==> config.mk <==
export PLATFORM = sky130hd
export DESIGN_NAME = scan_receiver
export DESIGN_NICKNAME = d
export VERILOG_FILES = /design/src/rtl/scan_rx_pkg.sv /design/src/rtl/scan_fifo.sv /design/src/rtl/scan_receiver.sv
export SDC_FILE = /design/constraint.sdc
export NUM_CORES = 1
export LEC_CHECK = 0
export CAP_MARGIN = 0
export CORE_UTILIZATION = 45
export CTS_BUF_LIST = sky130_fd_sc_hd__clkbuf_16
export DETAILED_ROUTE_END_ITERATION = 16
export PLACE_DENSITY_LB_ADDON = 0.05
export SYNTH_ARGS = -nofsm -noshare
export SYNTH_HDL_FRONTEND = slang
export SYNTH_SLANG_ARGS = --single-unit
==> constraint.sdc <==
create_clock -name clk -period 2.33 [get_ports clk]
set_input_delay 0.3495 -clock clk [delete_from_list [all_inputs] [get_ports clk]]
set_output_delay 0.3495 -clock clk [all_outputs]
set_load 0.03 [all_outputs]
==> src/rtl/scan_rx_pkg.sv <==
// Shared types and defaults for the scanner receive path.
package scan_rx_pkg;
  localparam int BYTE_W         = 8;
  localparam int FRAME_LEN_DEF  = 8;
  localparam int FIFO_DEPTH_DEF = 16;
  localparam int XFER_LAT_DEF   = 2;

  typedef enum logic [2:0] {
    ST_IDLE,
    ST_REQ,
    ST_LAT,
    ST_CAPTURE,
    ST_DONE,
    ST_COOL
  } state_e;

  function automatic logic [BYTE_W-1:0] sum8(input logic [BYTE_W-1:0] a,
                                             input logic [BYTE_W-1:0] b);
    return a + b;
  endfunction
endpackage

==> src/rtl/scan_fifo.sv <==
// Show-ahead FIFO: head byte is held in a register so data_o is glitch-free.
module scan_fifo
  import scan_rx_pkg::*;
#(
  parameter int DEPTH = FIFO_DEPTH_DEF,
  localparam int AW   = $clog2(DEPTH),
  localparam int CW   = AW + 1
) (
  input  logic              clk,
  input  logic              rst_n,
  input  logic              push_i,
  input  logic [BYTE_W-1:0] din_i,
  input  logic              pop_i,
  output logic              valid_o,
  output logic [BYTE_W-1:0] data_o,
  output logic [CW-1:0]     free_o
);
  logic [BYTE_W-1:0] mem_q [DEPTH];
  logic [AW-1:0]     wr_ptr_q, rd_ptr_q, rd_nxt;
  logic [CW-1:0]     cnt_q;
  logic [BYTE_W-1:0] head_q;
  logic              do_push, do_pop;

  assign do_pop  = pop_i && (cnt_q != '0);
  assign do_push = push_i && ((cnt_q != CW'(DEPTH)) || do_pop);
  assign rd_nxt  = rd_ptr_q + AW'(1);

  always_ff @(posedge clk) begin
    if (do_push) mem_q[wr_ptr_q] <= din_i;
  end

  always_ff @(posedge clk or negedge rst_n) begin
    if (!rst_n) begin
      wr_ptr_q <= '0;
      rd_ptr_q <= '0;
      cnt_q    <= '0;
      head_q   <= '0;
    end else begin
      if (do_push) wr_ptr_q <= wr_ptr_q + AW'(1);
      if (do_pop)  rd_ptr_q <= rd_nxt;
      case ({do_push, do_pop})
        2'b10:   cnt_q <= cnt_q + CW'(1);
        2'b01:   cnt_q <= cnt_q - CW'(1);
        default: cnt_q <= cnt_q;
      endcase
      // Head follows the incoming byte when it becomes the only entry.
      if (do_push && ((cnt_q == '0) || (do_pop && (cnt_q == CW'(1)))))
        head_q <= din_i;
      else if (do_pop && (cnt_q > CW'(1)))
        head_q <= mem_q[rd_nxt];
    end
  end

  assign valid_o = (cnt_q != '0);
  assign data_o  = head_q;
  assign free_o  = CW'(DEPTH) - cnt_q;
endmodule

==> src/rtl/scan_receiver.sv <==
// Requests scanner frames when the FIFO has room, captures them with a
// running checksum and frame counter, and drains bytes to the host.
module scan_receiver
  import scan_rx_pkg::*;
#(
  parameter int FRAME_LEN  = FRAME_LEN_DEF,
  parameter int FIFO_DEPTH = FIFO_DEPTH_DEF,
  parameter int XFER_LAT   = XFER_LAT_DEF
) (
  input  logic              clk,
  input  logic              rst,
  input  logic              start_req,
  output logic              start_scanning,
  input  logic              ready_to_transfer,
  output logic              transfer,
  input  logic [BYTE_W-1:0] scan_data,
  output logic [BYTE_W-1:0] out_data,
  output logic              out_valid,
  input  logic              out_ready,
  output logic              frame_done,
  output logic [BYTE_W-1:0] frame_sum,
  output logic [BYTE_W-1:0] frame_count,
  output logic              busy
);
  localparam int CW = $clog2(FIFO_DEPTH) + 1;
  localparam int IW = (FRAME_LEN > 1) ? $clog2(FRAME_LEN) : 1;
  localparam int LW = (XFER_LAT > 1) ? $clog2(XFER_LAT) : 1;

  state_e            state_q, state_d;
  logic [LW-1:0]     lat_q, lat_d;
  logic [IW-1:0]     idx_q, idx_d;
  logic [BYTE_W-1:0] run_sum_q, run_sum_d;
  logic [BYTE_W-1:0] frame_sum_q, frame_sum_d;
  logic [BYTE_W-1:0] frame_count_q, frame_count_d;
  logic              start_req_q, start_scanning_q;
  logic              push;
  logic [CW-1:0]     fifo_free;

  always_ff @(posedge clk or negedge rst) begin
    if (!rst) begin
      state_q          <= ST_IDLE;
      lat_q            <= '0;
      idx_q            <= '0;
      run_sum_q        <= '0;
      frame_sum_q      <= '0;
      frame_count_q    <= '0;
      start_req_q      <= 1'b0;
      start_scanning_q <= 1'b0;
    end else begin
      state_q          <= state_d;
      lat_q            <= lat_d;
      idx_q            <= idx_d;
      run_sum_q        <= run_sum_d;
      frame_sum_q      <= frame_sum_d;
      frame_count_q    <= frame_count_d;
      start_req_q      <= start_req;
      start_scanning_q <= start_req & ~start_req_q;
    end
  end

  always_comb begin
    state_d       = state_q;
    lat_d         = lat_q;
    idx_d         = idx_q;
    run_sum_d     = run_sum_q;
    frame_sum_d   = frame_sum_q;
    frame_count_d = frame_count_q;
    push          = 1'b0;
    case (state_q)
      ST_IDLE: begin
        if (ready_to_transfer && (fifo_free >= CW'(FRAME_LEN))) state_d = ST_REQ;
      end
      ST_REQ: begin
        lat_d     = LW'(XFER_LAT - 1);
        idx_d     = '0;
        run_sum_d = '0;
        state_d   = (XFER_LAT == 1) ? ST_CAPTURE : ST_LAT;
      end
      ST_LAT: begin
        // Leaving as the counter reaches zero puts byte 0 on the bus next cycle.
        lat_d = lat_q - LW'(1);
        if (lat_q == LW'(1)) begin
          idx_d     = '0;
          run_sum_d = '0;
          state_d   = ST_CAPTURE;
        end
      end
      ST_CAPTURE: begin
        push      = 1'b1;
        run_sum_d = sum8(run_sum_q, scan_data);
        idx_d     = idx_q + IW'(1);
        if (idx_q == IW'(FRAME_LEN - 1)) state_d = ST_DONE;
      end
      ST_DONE: begin
        frame_sum_d   = run_sum_q;
        frame_count_d = frame_count_q + 8'd1;
        state_d       = ST_COOL;
      end
      ST_COOL: begin
        if (!ready_to_transfer) state_d = ST_IDLE;
      end
      default: state_d = ST_IDLE;
    endcase
  end

  scan_fifo #(.DEPTH(FIFO_DEPTH)) u_fifo (
    .clk    (clk),
    .rst_n  (rst),
    .push_i (push),
    .din_i  (scan_data),
    .pop_i  (out_ready),
    .valid_o(out_valid),
    .data_o (out_data),
    .free_o (fifo_free)
  );

  assign start_scanning = start_scanning_q;
  assign transfer       = (state_q == ST_REQ);
  assign frame_done     = (state_q == ST_DONE);
  assign frame_sum      = frame_sum_q;
  assign frame_count    = frame_count_q;
  assign busy           = (state_q != ST_IDLE);
endmodule

==> Word-level counts from Yosys, hierarchy flattened <==
Memories as Yosys holds them, arrays and structs flattened.
Index checks and enable logic that the tools add are counted.
{ "word_totals": {"ff_bits": 54, "mem_bits_rw": 128, "input_bits": 13, "memories": 1} }
{ "memory_table": {"columns": ["name", "words", "width", "rd", "rd_ports_with_merged_regs", "write_ports", "line", "rtl"], "rows": [
  ["u_fifo.mem_q", 16, 8, 1, 0, 1, "scan_fifo.sv:18", "logic [BYTE_W-1:0] mem_q [DEPTH];"]
]} }
{ "op_classes": {"addsub": 9, "n_lt_le_gt_ge": 2, "n_eq_ne": 14, "muxes": 16, "bitwise": 2, "reduce_logical": 18} }
{ "op_table": {"columns": ["cell", "count"], "rows": [
  ["8-bit 2-to-1 mux", 3],
  ["8-bit one-hot mux with 3 select lines", 1],
  ["3-bit one-hot mux with 6 select lines", 1],
  ["3-bit 2-to-1 mux", 5],
  ["5-bit one-hot mux with 2 select lines", 1],
  ["3-bit == test (second input constant)", 3],
  ["3-bit one-hot mux with 3 select lines", 1],
  ["4-bit by 1-bit adder with 4-bit output (second input constant)", 2],
  ["8-bit by 1-bit adder with 8-bit output (second input constant)", 1],
  ["8-bit adder", 1],
  ["2-bit inequality test (second input constant)", 4],
  ["3-bit by 2-bit == test with 1-bit output (second input constant)", 2],
  ["1-bit logical AND", 6],
  ["2-bit nonzero test", 3],
  ["3-bit nonzero test", 2],
  ["5-bit by 1-bit adder with 5-bit output (second input constant)", 1],
  ["5-bit by 1-bit == test with 1-bit output (second input constant)", 1],
  ["5-bit by 4-bit greater-or-equal comparator with 1-bit output (second input constant)", 1],
  ["5-bit by 1-bit greater-than comparator with 1-bit output (second input constant)", 1],
  ["5-bit zero test", 1],
  ["5-bit inequality test (second input constant)", 1],
  ["5-bit nonzero test", 1],
  ["5-bit by 1-bit subtractor with 5-bit output (second input constant)", 1],
  ["5-bit subtractor (first input constant)", 1],
  ["other kinds (13)", 16]
]} }

==> Depth between registers and ports, before layout <==
Gate-level depths: netlist of the first run.
{ "logic_depth": {"depth_word": 6, "ltp_mapped": 13, "depth_no_buf": 12} }

==> By module <==
From an unflattened synthesis of the first run, not the netlist that was laid out.
{ "unflattened": {"cells_unflattened": 488, "hier_area_um2": 7988.9} }
{ "modules_own_cells": {"columns": ["module", "instances", "cells_per_inst", "area_per_inst_um2", "seq_area_each_um2"], "rows": [
  ["scan_fifo", 1, 353, 6328.6, 4369.2],
  ["scan_receiver", 1, 135, 1660.3, 825.8]
]} }

==> Worst setup path after synthesis of the first run <==
OpenSTA, ideal clock, no wires.
{ "synth_timing": {"path_kind": "flip-flop to flip-flop", "start": "register u_fifo.cnt_q[0]", "end": "register u_fifo.cnt_q[4]", "setup_ns": 0.122, "arrival_time_ns": 2.371, "t_required_ns": 2.208, "slack_ns": -0.164, "stages_incl_launch_ff": 14, "path_buffers": 1, "synth_period_minus_slack_ns": 2.494, "cell_sequence": "dfrtp_1 > inv_1 > ha_1 > nor3b_1 > ha_1 > nand2b_1 > a21oi_2 > inv_2 > ha_1 > clkbuf_1 > and4b_1 > a21oi_1 > nor2_1 > xnor2_1"} }
{ "synth_via": {"elab_chain_len": 6, "elab_cells_between_ends": 11, "classes_between": "add/sub (2); eq/ne (3); mux (1); reduce/logical (5)"} }
{ "synth_lines": {"columns": ["item", "line", "rtl"], "rows": [
  ["from (decl)", "scan_fifo.sv:20", "logic [CW-1:0] cnt_q;"],
  ["from (signal assigned)", "scan_fifo.sv:42", "2'b10: cnt_q <= cnt_q + CW'(1);"],
  ["from (signal assigned)", "scan_fifo.sv:43", "2'b01: cnt_q <= cnt_q - CW'(1);"],
  ["from (signal assigned)", "scan_fifo.sv:44", "default: cnt_q <= cnt_q;"],
  ["5-bit nonzero test", "scan_fifo.sv:24", "assign do_pop = pop_i && (cnt_q != '0);"],
  ["1-bit logical AND", "scan_fifo.sv:24", null],
  ["1-bit logical OR", "scan_fifo.sv:25", "assign do_push = push_i && ((cnt_q != CW'(DEPTH)) || do_pop);"],
  ["1-bit logical AND", "scan_fifo.sv:25", null],
  ["2-bit by 1-bit == test with 1-bit output or 2-bit == test (tied branches)", "scan_fifo.sv:41", "case ({do_push, do_pop})"],
  ["5-bit one-hot mux with 2 select lines or 2-bit nonzero test (tied branches)", null, null]
]} }
Several ways; a longest one is shown, not always the timed one.
A chain may end at the register's enable or synchronous reset.

==> Worst setup path in the final report of the first run <==
{ "layout_timing": {"start": "register state_q[2]", "end": "output transfer"} }
{ "layout_via": {"elab_chain_len": 1} }
{ "layout_lines": {"columns": ["item", "line", "rtl"], "rows": [
  ["from (decl)", "scan_receiver.sv:29", "state_e state_q, state_d;"],
  ["from (signal assigned)", "scan_receiver.sv:50", "state_q <= state_d;"],
  ["3-bit by 1-bit == test with 1-bit output", "scan_receiver.sv:118", "assign transfer = (state_q == ST_REQ);"],
  ["to (decl)", "scan_receiver.sv:15", "output logic transfer,"]
]} }
No other way between the ends.

==> results.ini, run 1 <==
[logic_synthesis]
syn_avg_cell_area_um2 = 16.2
synth.yosys.warnings = 0
synth_seq_area_share = 0.660
synthArstFlopShare = 0.297
synth_top_area_share = 0.488
postSynthCellCount = 485
syn_area_um2 = 7870
synth_edf_count = 128
yosys.area.top_type = edfxtp_1
synth_area_leaders = edfxtp_1 49%, dfrtp_1 17%, mux4_1 6.0%
ys_ff_latch = 182
ys.flop_type = edfxtp_1
syn-num-nets = 521
synth_cell_types = 46

[placed_design]
place_ws_ns = -0.0861
finalWeightedCongestion = 0.768
port_buffers = 41
dp_hpwl_um = 10900

[floorplanning]
coreArea_um2 = 16800
initial_core_util = 0.468
rows = 47
fp.dieH_um = 134
ios = 42
die_w_um = 134
dieArea_um2 = 18000

[setup_path]
worstPathCellList = inv_1 -> nand2_1 -> nor2_1 -> clkdlybuf4s50_1
path_max_fanout = 6
worst-path-stages = 4
r2r_start = u_fifo.cnt_q[1]$_DFFE_PN0P_
crit_end = transfer
cp_slowest_cell = clkdlybuf4s50_1
required_ns = 1.98
critical-path-top-delay-family = buffers and inverters
r2r_setup_slack_ns = 0.15
endpoint_kind = primary output
max_stage_delay_ns = 0.67
criticalPathCategory = reg2out
cp-start-kind = flip-flop
cp_num_buf_inv = 2
worstRegToRegCells = 10
startpoint = state_q[2]$_DFFE_PN0P_
crit_arrival_ns = 1.88
r2r-end = u_fifo.data_o[4]$_DFFE_PN0P_

[timing]
finalHoldViolations = 0
rsz0062_at_grt = false
setup_ws_ns = 0.103
max_slew_margin = 0.677
slew_viol_final = 0
fin_skew_ns = 0.00622
tightestPinTransition_ns = 0.484
finalCritPeriodShare = 0.956
finalSetupViolCount = 0
max_freq_mhz = 449
period_minus_slack_ns = 2.23
final.setup.tns_ns = 0

[drt]
wl_um = 16200
vias_per_cell = 5.36
num_vias = 4295
drt_drc_violations_left = 0
drtPass1Iterations = 5
wl_per_cell_um = 20.2
drt_iter0_drc = 315
ant_nets = 0

[power_and_ir_drop]
leakage_nw = 3.61
irDropWorstVdd_uv = 643
power.density_nw_per_um2 = 1300

[clocking]
numCtsBuffers = 17
cts.sinks = 182
tritoncts = yes
cts-root-buf = clkbuf_16
postCtsSetupBuffers = 0
htree_levels = 4
cts.clk_slew.worst_paths_ns = 0.07
insertion_delay_ns = 0.42
clockBufferDepth = 2

[global_routing]
grt_pass1_wl_um = 25600
grt-ovfl-total = 0
grt.total_usage = 0.195
grt_pass1_vias = 4480
grt_max_degree = 39
antenna_found_initial = 0

[layout]
fillers = 1361
drive_gt1_frac = 0.258
seqCellArea_um2 = 5200
nets = 605
syn_to_final_growth_pct = 20.7
antennaDiodeCount = 0
multi_input_area_um2 = 2600

[run]
cap_violations = 0

[hold_path]
hold_path_class = in2reg

[status]
status = finished clean

## where the power goes
part | internal, mW | switching [mW]
sequential | 4.16 | 0.356
clock | 1.63 | 1.26
combinational | 2.42 | 2.51
## how the worst min path moves through the flow
stage,startpoint,to,slack (ns),cells after the start
6_report,start_req,start_req_q$_DFF_PN0_,0.39,1
5_1_grt,start_req,start_req_q$_DFF_PN0_,0.38,1
4_1_cts,start_req,start_req_q$_DFF_PN0_,0.37,1
3_5_place_dp,rst,u_fifo.data_o[3]$_DFFE_PN0P_,0.33,1
3_3_place_gp,rst,u_fifo.data_o[3]$_DFFE_PN0P_,0.33,1
2_1_floorplan,rst,frame_count[0]$_DFFE_PN0P_,0.05,0
## flip-flops by register name (all words and copies together), names as in the netlist, 3 cells and up
signal / flops
u_fifo.cnt_q: 5
frame_count: 8
run_sum_q: 8
u_fifo.wr_ptr_q: 4
idx_q: 3
u_fifo.data_o: 8
frame_sum: 8
u_fifo.mem_q: 128
u_fifo.rd_ptr_q: 4
state_q: 3
## layout make-up
| type | instances | area share |
|---|---|---|
| flip-flops and latches | 182 | 0.547 |
| multi-input cells | 273 | 0.273 |
| repair buffers | 84 | 0.0823 |
| clock buffers | 19 | 0.0500 |
| well taps | 220 | 0.0290 |
| clock inverters | 13 | 0.0140 |
| inverters | 11 | 0.00435 |
## Yosys cell counts, drive strengths merged, types with 2 or more instances
master	instances
edfxtp	128
nand2	57
dfrtp	54
mux4	32
mux2	25
ha	22
xnor2	15
and2	14
nor2	13
o21ai	13
buf	12
a21oi	11
inv	11
xor2	11
nand4	10
or3b	8
clkbuf	7
nand3	6
and4	5
a22o	4
nor2b	3
nor3	3
nor3b	3
a21o	2
nand2b	2
o211ai	2
## worst reg2reg max path: cells and delay by family (launching register included)
| family | cells | cell delay [ns] |
|---|---|---|
| simple gates | 4 | 0.90 |
| flops | 1 | 0.39 |
| buf+inv | 3 | 0.40 |
| fa+ha+maj | 2 | 0.37 |
| compound gates | 1 | 0.06 |
## per-layer routing
layer,share of wire,track usage,vias to the layer above
met1,0.46,0.275,2185
met4,0.010,0.0668,0
met5,0,0,-
met2,0.48,0.308,90
li1,-,-,2009
met3,0.044,0.0348,11
## stage by stage
step | utilization | hold WS, ns | area, µm² | power (mW) | instances
finish | 0.565 | 0.389 | 9500 | 12.3 | 802
global route | 0.565 | 0.380 | 9500 | 13.1 | 802
CTS | 0.562 | 0.367 | 9460 | 12.4 | 803
detailed placement | 0.525 | 0.335 | 8830 | 9.49 | 770
global placement | 0.525 | 0.333 | 8830 | 9.42 | 770
floorplan | - | 0.0539 | 7900 | 7.86 | 485
## kinds of logic (layout without fill, tap and decap cells)
group,after synthesis,after routing,share of synthesized area
buffers and inverters,30,127,0.0211
DFF,182,182,0.660
muxes,58,58,0.137
AOI/OAI and AO/OA,37,37,0.0292
and+or+nand+nor,129,129,0.0861
adders and majority gates,23,23,0.0375
xor gates and xnor gates,26,26,0.0289
## placed cells by master (no fill, tap or decap), drive strengths merged, types with 3 or more instances in the layout
cell / synthesis / routed
and4: 5 / 5
mux2: 25 / 25
inv: 11 / 17
clkdlybuf4s50: 0 / 38
a21oi: 11 / 11
nand3: 6 / 6
dfrtp: 54 / 54
clkbuf: 7 / 19
buf: 12 / 43
xor2: 11 / 11
or3b: 8 / 8
nand2: 57 / 57
xnor2: 15 / 15
nor3: 3 / 3
mux4: 32 / 32
nand4: 10 / 10
ha: 22 / 22
nor3b: 3 / 3
and2: 14 / 14
o21ai: 13 / 13
nor2: 13 / 13
a22o: 4 / 4
nor2b: 3 / 3
clkinv: 0 / 5
edfxtp: 128 / 128
## timing repair
item / CTS / global route
endpoints found under the setup margin: 65 / 115
pin swaps: 0 / 3
resized for setup: 8 / 18
endpoints found under the hold margin: 16 / 0
hold buffers: 1 / 0
No activity file was read; power rests on OpenSTA's default activity.
==> inputs of run 2 (changes only) <==
CORE_UTILIZATION = 40   (was 45)
==> results.ini, run 2 (synthesis results as in run 1) <==
[status]
status = finished clean

[clocking]
cts.sinks = 182
insertion_delay_ns = 0.43
cts.clk_slew.worst_paths_ns = 0.07
clockBufferDepth = 2
cts-root-buf = clkbuf_16
numCtsBuffers = 17
tritoncts = yes
htree_levels = 4

[drt]
vias_per_cell = 5.08
wl_um = 17000
num_vias = 4302
drtPass1Iterations = 4
drt_drc_violations_left = 0
wl_per_cell_um = 20.1
routed-wl-met3_um = 535
wl_met1_um = 8040
ant_nets = 0
drt_iter0_drc = 242
wl_met2_um = 8260
topRoutingLayerUsed = met4

[layout]
nets = 610
most-common-layout-cells = 128 x edfxtp_1, 57 x nand2_1, 53 x dfrtp_1
syn_to_final_growth_pct = 21.5
instances_no_fill = 847
largest_register_ffs = 128
top_register = u_fifo.mem_q
drive_gt1_frac = 0.254
antennaDiodeCount = 0
final_common_cell = edfxtp_1

[timing]
finalHoldViolations = 0
max_slew_margin = 0.619
tightestPinTransition_ns = 0.571
setup_ws_ns = 0.121
finalSetupViolCount = 0
max_freq_mhz = 453
period_minus_slack_ns = 2.21
hold_ws_ns = 0.390
slew_viol_final = 0
finalCritPeriodShare = 0.948
fin_skew_ns = 0.0108

[global_routing]
grt_pass1_vias = 4527
grt-ovfl-total = 0
grt.total_usage = 0.182
grt_max_degree = 35
antenna_found_initial = 0
grt_pass1_wl_um = 26500

[floorplanning]
coreArea_um2 = 19000
rows = 50
initial_core_util = 0.414
ios = 42
die_w_um = 142
fp.dieH_um = 142
dieArea_um2 = 20200

[setup_path]
worstRegToRegCells = 12
required_ns = 2.69
crit_arrival_ns = 2.57
path_max_fanout = 16
r2r-end = u_fifo.data_o[5]$_DFFE_PN0P_
r2r_setup_slack_ns = 0.12
r2r_start = u_fifo.cnt_q[1]$_DFFE_PN0P_
cp-start-kind = flip-flop
endpoint_kind = flip-flop
startpoint = u_fifo.cnt_q[1]$_DFFE_PN0P_
criticalPathCategory = reg2reg
crit_end = u_fifo.data_o[5]$_DFFE_PN0P_

[power_and_ir_drop]
seqPwrFrac = 0.364
power.internal_mw = 8.28
power.density_nw_per_um2 = 1300
swShare = 0.331
leakage_nw = 3.64
clock_power_share = 0.232
switching_power_mw = 4.11
combPwrFrac = 0.404
irDropWorstVdd_uv = 577

[hold_path]
hold_path_class = in2reg

[placed_design]
place_ws_ns = -0.0687
finalWeightedCongestion = 0.848
dp_cells = 813
port_buffers = 41
dp_hpwl_um = 11400

[run]
cap_violations = 0

-- run 2: final cells by class --
cell class,count,area [µm²]
tap,260,325
clock inverter,15,160
fill,1660,9460
inverter,11,41.3
sequential,182,5200
timing repair buffer,89,826
multi-input combinational,273,2590
clock buffer,17,425
-- run 2: worst max-delay path, cell delays in order (launching register included) --
cell      delay, ns
dfrtp_1        0.39
inv_2          0.09
ha_4           0.14
nor3b_4        0.20
ha_2           0.21
nand2b_4       0.14
a21oi_4        0.06
inv_2          0.09
buf_4          0.11
a21oi_2        0.04
buf_12         0.15
or3b_2         0.44
nand4_1        0.09
-- run 2: metrics by stage --
| step | util | instance area (µm²) | setup TNS, ns | total power [mW] |
|---|---|---|---|---|
| floorplan | - | 7900 | -1.36 | 7.86 |
| global placement | 0.468 | 8900 | -0.542 | 9.50 |
| CTS | 0.500 | 9500 | -1.36 | 12.5 |
| global route | 0.503 | 9560 | -0.00630 | 13.1 |
| detailed placement | 0.468 | 8900 | -2.19 | 9.55 |
| finish | 0.503 | 9560 | 0 | 12.4 |
-- run 2: per-layer routing --
metal | vias up | global-route usage
li1 | 2019 | -
met1 | 2204 | 0.256
met2 | 72 | 0.289
met3 | 7 | 0.0350
met4 | 0 | 0.0521
met5 | - | 0
-- run 2: power by group through the flow --
stage | combinational [mW] | sequential, mW | clock, mW
2_1_floorplan | 3.20 | 4.66 | 0
3_3_place_gp | 4.94 | 4.56 | 0
3_5_place_dp | 4.98 | 4.57 | 0
4_1_cts | 5.02 | 4.51 | 2.93
5_1_grt | 5.45 | 4.58 | 3.08
6_report | 5.00 | 4.51 | 2.87
-- run 2: how the worst min path moves through the flow --
| stage | start | end | cells after the start | slack, ns |
|---|---|---|---|---|
| after floorplan | rst | frame_count[0]$_DFFE_PN0P_ | 0 | 0.05 |
| after global placement | rst | frame_count[3]$_DFFE_PN0P_ | 1 | 0.38 |
| after detailed placement | rst | frame_count[3]$_DFFE_PN0P_ | 1 | 0.38 |
| after CTS | start_req | start_req_q$_DFF_PN0_ | 1 | 0.38 |
| after global routing | start_req | start_req_q$_DFF_PN0_ | 1 | 0.39 |
| final | start_req | start_req_q$_DFF_PN0_ | 1 | 0.39 |
-- run 2: timing repair --
item / in CTS / in global routing
buffers inserted: 0 / 1
hold buffers: 1 / 0
endpoints found under the setup margin: 90 / 131
resized for setup: 7 / 17
pin swaps: 1 / 7
endpoints found under the hold margin: 23 / 0
==> inputs of run 3 (changes only) <==
ABC_AREA = 1   (was not set)
clock period = 2.01 ns   (was 2.33 ns; I/O delays follow)
==> results.ini, run 3 <==
[timing]
finalCritPeriodShare = 0.990
slew_viol_final = 0
finalSetupViolCount = 0
max_freq_mhz = 503
period_minus_slack_ns = 1.99
fin_skew_ns = 0.0156
final.setup.tns_ns = 0
finalHoldViolations = 0
tightestPinTransition_ns = 0.465
rsz0062_at_grt = true
max_slew_margin = 0.689

[global_routing]
grt-ovfl-total = 0
grt_pass1_vias = 5947
antenna_found_initial = 0
grt_max_degree = 55
grt.total_usage = 0.205
grt_pass1_wl_um = 33100

[layout]
most-common-layout-cells = 284 x nand2_1, 134 x inv_1, 128 x edfxtp_1
fin_util = 0.500
seqCellArea_um2 = 5200
top_register = u_fifo.mem_q
fillers = 1957
drive_gt1_frac = 0.138
instances_no_fill = 1271
final_common_cell = nand2_1
syn_to_final_growth_pct = 23.2
nets = 1019
largest_register_ffs = 128
antennaDiodeCount = 0
multi_input_area_um2 = 2870
final_area_um2 = 10500

[setup_path]
path_max_fanout = 3
cp_num_buf_inv = 6
max_stage_delay_ns = 0.37
criticalPathCategory = reg2reg
required_ns = 2.36
cp-start-kind = flip-flop
endpoint_kind = flip-flop
r2r-end = u_fifo.cnt_q[3]$_DFFE_PN0P_
worst-path-stages = 16
crit_arrival_ns = 2.34
r2r_setup_slack_ns = 0.02
cp_slowest_cell = dfrtp_1
worstRegToRegCells = 16
critical-path-top-delay-family = buffers and inverters
r2r_start = u_fifo.cnt_q[0]$_DFFE_PN0P_
worstPathCellList = inv_2 -> ha_4 -> inv_4 -> nor2_4 -> ha_4 -> inv_4 -> nand2_4 -> nand2_4 -> nand2_4 -> buf_6 -> ha_4 -> buf_4 -> buf_4 -> nor2_1 -> nand2_1 -> a31oi_1

[hold_path]
min_from = start_req
whs_path_depth = 1
min_to = start_req_q$_DFF_PN0_
hold_path_class = in2reg

[logic_synthesis]
ys.flop_type = edfxtp_1
syn_area_um2 = 8510
ys_ff_latch = 182
synth_top_area_share = 0.451
synth_edf_count = 128
synth_cell_types = 37
synth.yosys.warnings = 0
synth_commonest_cells = 290 x nand2_1, 137 x inv_1, 128 x edfxtp_1, 123 x nand3_1, 54 x dfrtp_1
synthArstFlopShare = 0.297
yosys.area.top_type = edfxtp_1
synth_seq_area_share = 0.610
synth_area_leaders = edfxtp_1 45%, dfrtp_1 16%, nand2_1 13%
syn_avg_cell_area_um2 = 9.48
postSynthCellCount = 898
syn-num-nets = 934
yosysMostFrequentCell = nand2_1

[power_and_ir_drop]
leakage_nw = 4.72
swShare = 0.415
seqPwrFrac = 0.312
irDropWorstVdd_uv = 919
switching_power_mw = 6.65
power_mw = 16.0
combPwrFrac = 0.467
clock_power_share = 0.221
power.internal_mw = 9.38
power.density_nw_per_um2 = 1530

[clocking]
htree_levels = 4
numCtsBuffers = 17
tritoncts = yes
cts-root-buf = clkbuf_16
cts.clk_slew.worst_paths_ns = 0.07
clockBufferDepth = 2
insertion_delay_ns = 0.43
cts.sinks = 182

[placed_design]
dpl-instance-area_um2 = 9730
port_buffers = 41
dp_cells = 1231
dp_hpwl_um = 14100
finalWeightedCongestion = 0.862

[floorplanning]
rows = 53
fp.dieH_um = 148
coreArea_um2 = 21000
dieArea_um2 = 21900
initial_core_util = 0.406
die_w_um = 148
ios = 42

[status]
status = finished clean

[drt]
drt_iter0_drc = 337
num_vias = 6124
vias_per_cell = 4.82
wl_per_cell_um = 16.4
drtPass1Iterations = 5
wl_um = 20900
drt_drc_violations_left = 0
ant_nets = 0

[run]
cap_violations = 0

==> run 3: cell types whose count changed after synthesis, sizes merged, moves of 5 or more <==
| cell | previous run | this run |
|---|---|---|
| o21ai | 13 | 18 |
| and2 | 14 | 0 |
| or3b | 8 | 0 |
| xnor2 | 15 | 6 |
| buf | 12 | 21 |
| and4 | 5 | 0 |
| mux2 | 25 | 1 |
| nor2 | 13 | 38 |
| nand2 | 57 | 293 |
| mux4 | 32 | 0 |
| inv | 11 | 147 |
| nand3 | 6 | 125 |
| nand4 | 10 | 4 |
| a21oi | 11 | 6 |
==> run 3: stage by stage <==
step | setup WS (ns) | hold slack [ns]
final | 0.0202 | 0.329
after global routing | -0.0821 | 0.332
after CTS | -0.0753 | 0.310
after detailed placement | -0.116 | 0.320
after global placement | -0.103 | 0.313
after floorplan | -0.0914 | 0.00591
==> run 3: cells by family after synthesis <==
group,count (synthesis),synth area share
compound gates,32,0.0209
mux,1,0.00132
buf+inv,175,0.0816
fa+ha+maj,23,0.0347
xor+xnor,19,0.0222
flops,182,0.610
simple gates,466,0.229
==> run 3: worst max path at each step <==
stage	startpoint	endpoint	slack [ns]
after floorplan	u_fifo.cnt_q[0]$_DFFE_PN0P_	u_fifo.mem_q[10][0]$_DFFE_PP_	-0.09
after global placement	scan_data[0]	run_sum_q[4]$_DFFE_PN0P_	-0.10
after detailed placement	scan_data[0]	run_sum_q[4]$_DFFE_PN0P_	-0.12
after CTS	u_fifo.cnt_q[1]$_DFFE_PN0P_	out_valid	-0.08
after global routing	u_fifo.cnt_q[0]$_DFFE_PN0P_	u_fifo.cnt_q[4]$_DFFE_PN0P_	-0.08
final	u_fifo.cnt_q[0]$_DFFE_PN0P_	u_fifo.cnt_q[3]$_DFFE_PN0P_	0.02
==> run 3: layout make-up <==
class,instances,share of cell area
inverters,149,0.0545
clock buffers,17,0.0406
repair buffers,92,0.0838
multi-input cells,541,0.274
flip-flops and latches,182,0.496
clock inverters,15,0.0192
well taps,275,0.0328
==> run 3: repair_timing <==
action | 4_1_cts | 5_1_grt
buffers inserted | 3 | 4
setup endpoints to repair | 70 | 111
pin swaps | 4 | 10
cloned | 0 | 0
hold buffers | 1 | 0
resized for setup | 14 | 14
endpoints found under the hold margin | 54 | 0
==> run 3: layer usage <==
metal	share of wire	up-vias	global-route usage
met1	0.48	2944	0.282
met5	0	-	0
met2	0.48	109	0.332
met3	0.034	16	0.0358
met4	0.013	0	0.0572
li1	-	3055	-
==> run 3: worst register-to-register path: cells and delay by family (launching register included) <==
family,cells,cell delay (ns)
buffers and inverters,6,0.55
adders and majority gates,3,0.48
and+or+nand+nor,6,0.39
DFF,1,0.37
AOI/OAI and AO/OA,1,0.13
==> run 3: power by group through the flow <==
| stage | sequential [mW] | combinational [mW] | clock [mW] |
|---|---|---|---|
| global placement | 5.05 | 7.35 | 0 |
| detailed placement | 5.06 | 7.41 | 0 |
| CTS | 5.00 | 7.50 | 3.62 |
| finish | 4.99 | 7.48 | 3.55 |
| global route | 5.06 | 8.32 | 3.76 |
| floorplan | 5.39 | 4.47 | 0 |
